File: src/rtl/lfsr_seq.sv
// lfsr_seq: Fibonacci LFSR with step counter, period-return pulse and lock-up detect.
// Define LFSR_SEQ_STUCK_RECOVER_EN to reload SEED when stepping from the all-zero state.
module lfsr_seq #(
    parameter int               WIDTH = 5,
    parameter logic [WIDTH-1:0] TAPS  = 5'b10010,
    parameter logic [WIDTH-1:0] SEED  = '1,
    parameter int               CNT_W = 8
) (
    input  logic             clk,
    input  logic             reset,
    input  logic             set,
    input  logic             load,
    input  logic [WIDTH-1:0] load_data,
    input  logic             en,
    output logic             out,
    output logic [WIDTH-1:0] state,
    output logic [CNT_W-1:0] cnt,
    output logic             period,
    output logic             stuck
);
    logic [WIDTH-1:0] state_q, state_d, seed_q, seed_d, step;
    logic [CNT_W-1:0] cnt_q, cnt_d;
    logic             period_q, period_d;
    always_comb begin
        step     = {state_q[WIDTH-2:0], ^(state_q & TAPS)};
        state_d  = state_q;
        seed_d   = seed_q;
        cnt_d    = cnt_q;
        period_d = 1'b0;
        if (set) begin
            state_d = SEED;
            seed_d  = SEED;
            cnt_d   = '0;
        end else if (load) begin
            state_d = load_data;
            seed_d  = load_data;
            cnt_d   = '0;
        end else if (en) begin
`ifdef LFSR_SEQ_STUCK_RECOVER_EN
            if (state_q == '0) begin
                state_d = SEED;
                cnt_d   = '0;
            end else
`endif
            begin
                state_d  = step;
                period_d = (step == seed_q);
                cnt_d    = period_d ? '0 : cnt_q + CNT_W'(1);
            end
        end
    end
    always_ff @(posedge clk) begin
        if (!reset) begin
            state_q  <= SEED;
            seed_q   <= SEED;
            cnt_q    <= '0;
            period_q <= 1'b0;
        end else begin
            state_q  <= state_d;
            seed_q   <= seed_d;
            cnt_q    <= cnt_d;
            period_q <= period_d;
        end
    end
    assign state  = state_q;
    assign out    = state_q[WIDTH-1];
    assign cnt    = cnt_q;
    assign period = period_q;
    assign stuck  = (state_q == '0);
endmodule
File: config.mk
export PLATFORM = sky130hd
export DESIGN_NAME = lfsr_seq
export DESIGN_NICKNAME = d
export VERILOG_FILES = /design/src/rtl/lfsr_seq.sv
export SDC_FILE = /design/constraint.sdc
export NUM_CORES = 1
export LEC_CHECK = 0
export ABC_AREA = 1
export CAP_MARGIN = 25
export CORE_MARGIN = 4
export CORE_UTILIZATION = 48
export DETAILED_ROUTE_END_ITERATION = 7
export PLACE_DENSITY = 0.85
export SLEW_MARGIN = 20
export SYNTH_ARGS = -nofsm -noshare
export SYNTH_HDL_FRONTEND = slang
export SYNTH_SLANG_ARGS = --single-unit
File: constraint.sdc
create_clock -name clk -period 2.8 [get_ports clk]
set_clock_uncertainty 0.1 [all_clocks]
set_input_delay 0.7 -clock clk [delete_from_list [all_inputs] [get_ports clk]]
set_output_delay 0.7 -clock clk [all_outputs]
set_load 0.02 [all_outputs]
=== Word level (Yosys, flattened, before mapping) ===
Cells that the tools add are included.

* Add/sub/neg operators: 1
* Equality and inequality tests: 1
* Muxes and demuxes: 3
* Bitwise gates (word level): 2
* Reduce and logical (&&, ||, !) cells: 6

{| class="wikitable"
|+ Operators by type and width
! kind !! number
|-
| two-way mux 5 bit || 2
|-
| adder 8 x 1 -> 8 bit (second input constant) || 1
|-
| two-way mux 8 bit || 1
|-
| == test 5 bit || 1
|-
| zero test 5 bit || 1
|-
| parity 5 bit || 1
|-
| OR reduction 4 bit || 1
|-
| OR reduction 3 bit || 1
|-
| NOT 1 bit || 2
|-
| nonzero test 2 bit || 1
|-
| OR reduction 2 bit || 1
|}

* Register bits: 19
* Bits of input ports: 10
* Output and inout port bits: 16
* Logic and storage cells: 17

=== Logic depth before layout (Yosys ltp) ===
* Depth in word-level cells: 3
* Depth in mapped cells: 7
* Mapped depth without buffers: 7

=== Least setup slack after synthesis ===
Ideal clock, no wire load.

* Path type: reg-to-output
* From: register state_q[1], in the netlist state[1]
* To: output port stuck
* Arrival time: 1.258 ns
* Required time: 2.000 ns
* Setup slack: 0.742 ns
* Stages on the path, launching flop included: 4
* Path buffers: 0
* Cells stage by stage: dfxtp_1 > inv_1 > nand2_1 > nor4_1

* Cells in the longest elaborated chain, start to end: 1

{| class="wikitable"
|+ RTL lines
! element !! RTL line !! RTL
|-
| from (decl) || 21 || <nowiki>logic [WIDTH-1:0] state_q, state_d, seed_q, seed_d, step;</nowiki>
|-
| from (signal assigned) || 59 || <nowiki>state_q <= state_d;</nowiki>
|-
| zero test 5 bit || 69 || <nowiki>assign stuck = (state_q == '0);</nowiki>
|-
| to (decl) || 19 || <nowiki>output logic stuck</nowiki>
|}

No other way between the ends.

=== Final worst setup path ===
Same ends and word-level chain as after synthesis.

==> impl_metrics.env <==
export IMPL_status="finished clean"
export IMPL_clk_path_buf_depth=2
export IMPL_die_x_um=50.6
export IMPL_routed_wl_um=1970
export IMPL_slew_headroom=0.791
export IMPL_worstSetupPathType="reg2out"
export IMPL_vias_per_cell=5.05
export IMPL_area_growth_pct=33.9
export IMPL_setup_worst_path_end_class="output port"
export IMPL_rsz0062_at_grt="false"
export IMPL_cts_setup_buffers=0
export IMPL_die_h_um=50.6
export IMPL_grt_ovfl_total=0
export IMPL_required_ns=2.00
export IMPL_postCtsHoldBufs=0
export IMPL_worst_pin_slew_ns=0.313
export IMPL_maxCapViolCount=0
export IMPL_wl_per_cell_um=12.0
export IMPL_setup_slack_ns=0.157
export IMPL_synth_cells=112
export IMPL_cp_arrival_ns=1.84
export IMPL_synth_warnings=0
export IMPL_maxSlewViolCount=0
export IMPL_grt_usage=0.166
export IMPL_port_buffers=25
export IMPL_cts_root_buf="clkbuf_4"
export IMPL_peakVddDrop_uv=304
export IMPL_cp_start_kind="flop"
export IMPL_hold_depth=2
export IMPL_regToRegSetupSlack_ns=1.40
export IMPL_hold_path_class="reg2reg"
export IMPL_numCtsBuffers=3
export IMPL_netlist_area_um2=871
export IMPL_worst_r2r_path_depth=6
export IMPL_drc=0
export IMPL_min_to="seed_q[3]$_SDFFE_PP1P_"
export IMPL_cts_htree_levels=1
export IMPL_grt_pass1_wl_um=3270
export IMPL_cts_resized=0
export IMPL_crit_fanout=5
export IMPL_clkLatencyLatePin_ns=0.29
export IMPL_power_density_nw_per_um2=422
export IMPL_fin_crit_sh=0.944
export IMPL_min_period_ns=2.64
export IMPL_die_area_um2=2560
export IMPL_synth_seq_cells=19
export IMPL_core_area_um2=1730
export IMPL_drtIter0Drc=18
export IMPL_antenna_found_initial=0
export IMPL_setup_tns_ns=0
export IMPL_ys_types=24
export IMPL_drive_gt1_frac=0.0719
export IMPL_start_util=0.504
export IMPL_ant_nets=0
export IMPL_num_antenna_cells=0
export IMPL_row_count=15
export IMPL_nets=151
export IMPL_first_pass_iters=4
export IMPL_dpl_hpwl_um=1570
export IMPL_syn_avg_cell_area_um2=7.78
export IMPL_grt_pass1_vias=822
export IMPL_syn_num_nets=123
export IMPL_hold_start="seed_q[3]$_SDFFE_PP1P_"
export IMPL_hold_violations=0
export IMPL_clk_pin_slew_worst_paths_ns=0.10
export IMPL_vias=828
export IMPL_clock_sinks=19
export IMPL_r2r_start="state[1]$_SDFFE_PP1P_"
export IMPL_power_leakage_nw=0.504
export IMPL_seq_area_frac_synth=0.437
export IMPL_dp_slack_ns=0.548
export IMPL_max_freq_mhz=378
export IMPL_setup_violations=0
export IMPL_rr_endpoint="cnt[7]$_SDFFE_PP0P_"
export IMPL_gp_congestion=0.907
export IMPL_cts_tree="done"
export IMPL_grt_max_degree=11
export IMPL_pin_count=26
==> synthesized netlist by cell type <==
cell / count / share of area
nor2_1: 14 / 0.060
ha_1: 1 / 0.014
nand3b_1: 1 / 0.0086
or2_2: 1 / 0.0072
buf_4: 1 / 0.0086
nor2_2: 1 / 0.0072
nand2_1: 22 / 0.095
nor3_1: 1 / 0.0057
nand3_2: 2 / 0.023
o211ai_1: 1 / 0.0086
o21bai_4: 1 / 0.022
buf_2: 1 / 0.0057
xor2_1: 3 / 0.030
a21oi_2: 1 / 0.010
nand4_1: 2 / 0.014
o221ai_1: 5 / 0.050
nand3_1: 6 / 0.034
inv_2: 1 / 0.0043
o21ai_0: 3 / 0.017
inv_1: 15 / 0.065
xnor2_1: 3 / 0.030
a21oi_1: 6 / 0.034
dfxtp_1: 19 / 0.44
nor4_1: 1 / 0.0072
==> layout make-up <==
| type | instances | area [µm²] |
|---|---|---|
| sequential | 19 | 380 |
| clock buffer | 4 | 26.3 |
| inverter | 16 | 60.1 |
| multi-input combinational | 75 | 418 |
| timing repair buffer | 25 | 250 |
| fill | 151 | 561 |
| tap | 25 | 31.3 |
==> kinds of logic (layout without fill, tap and decap cells) <==
family	Yosys count	count (layout)	share of synthesized area
and+or+nand+nor	51	51	0.263
DFF	19	19	0.437
buffers and inverters	18	45	0.0833
adders and majority gates	1	1	0.0144
xor gates and xnor gates	6	6	0.0604
AOI/OAI and AO/OA	17	17	0.142
==> sequential cells by signal, summed over array words and instances (netlist names) <==
| register | count |
|---|---|
| cnt | 8 |
| period | 1 |
| seed_q | 5 |
| state | 5 |
==> cell usage in the layout, fill, tap and decap left out <==
cell type and n:
clkdlybuf4s50_1 25, o21ai_0 3, nor4_1 1, a21oi_1 6, or2_2 1, nor2_1 14
a21oi_2 1, nand2_1 22, o211ai_1 1, clkbuf_1 1, nand4_1 2, nand3_1 6
nand3b_1 1, ha_1 1, nor3_1 1, inv_1 15, dfxtp_1 19, nand3_2 2
clkbuf_4 3, xor2_1 3, xnor2_1 3, o21bai_4 1, inv_2 1, nor2_2 1
o221ai_1 5
==> critical path, cell delays in order (launching register included) <==
cell and delay, ns:
dfxtp_1 0.37, inv_1 0.18, nand2_1 0.13, nor4_1 0.22, clkdlybuf4s50_1 0.66
==> stage by stage <==
stage / hold WS (ns) / util / total power, mW / cells / area (µm²)
after floorplan: 0.343 / - / 0.332 / 112 / 871
after global placement: 0.361 / 0.660 / 0.362 / 160 / 1140
after detailed placement: 0.358 / 0.660 / 0.364 / 160 / 1140
after CTS: 0.376 / 0.675 / 0.498 / 164 / 1170
after global routing: 0.388 / 0.675 / 0.516 / 164 / 1170
final: 0.372 / 0.675 / 0.492 / 164 / 1170
==> metal layers <==
| metal | up-vias | part of all wire | GRT usage |
|---|---|---|---|
| met5 | - | 0 | 0 |
| met3 | 4 | 0.049 | 0.0267 |
| met4 | 0 | 0.014 | 0.0673 |
| li1 | 422 | - | - |
| met2 | 29 | 0.50 | 0.324 |
| met1 | 373 | 0.44 | 0.171 |
==> worst max path at each step <==
stage | depth (start not counted) | slack [ns] | startpoint | end
after floorplan | 3 | 0.74 | state[1]$_SDFFE_PP1P_ | stuck
after global placement | 4 | 0.51 | state[1]$_SDFFE_PP1P_ | stuck
after detailed placement | 4 | 0.55 | state[1]$_SDFFE_PP1P_ | stuck
after CTS | 4 | 0.18 | state[1]$_SDFFE_PP1P_ | stuck
after global routing | 4 | 0.07 | state[1]$_SDFFE_PP1P_ | stuck
final | 4 | 0.16 | state[1]$_SDFFE_PP1P_ | stuck
==> power breakdown <==
part,switching (mW),internal [mW],leakage (nW)
Clock,0.0781,0.0553,0.0150
Sequential,0.00721,0.278,0.155
Combinational,0.0403,0.0332,0.334
Total,0.126,0.366,0.504
Note: power is estimated with default switching activity, not from simulation.
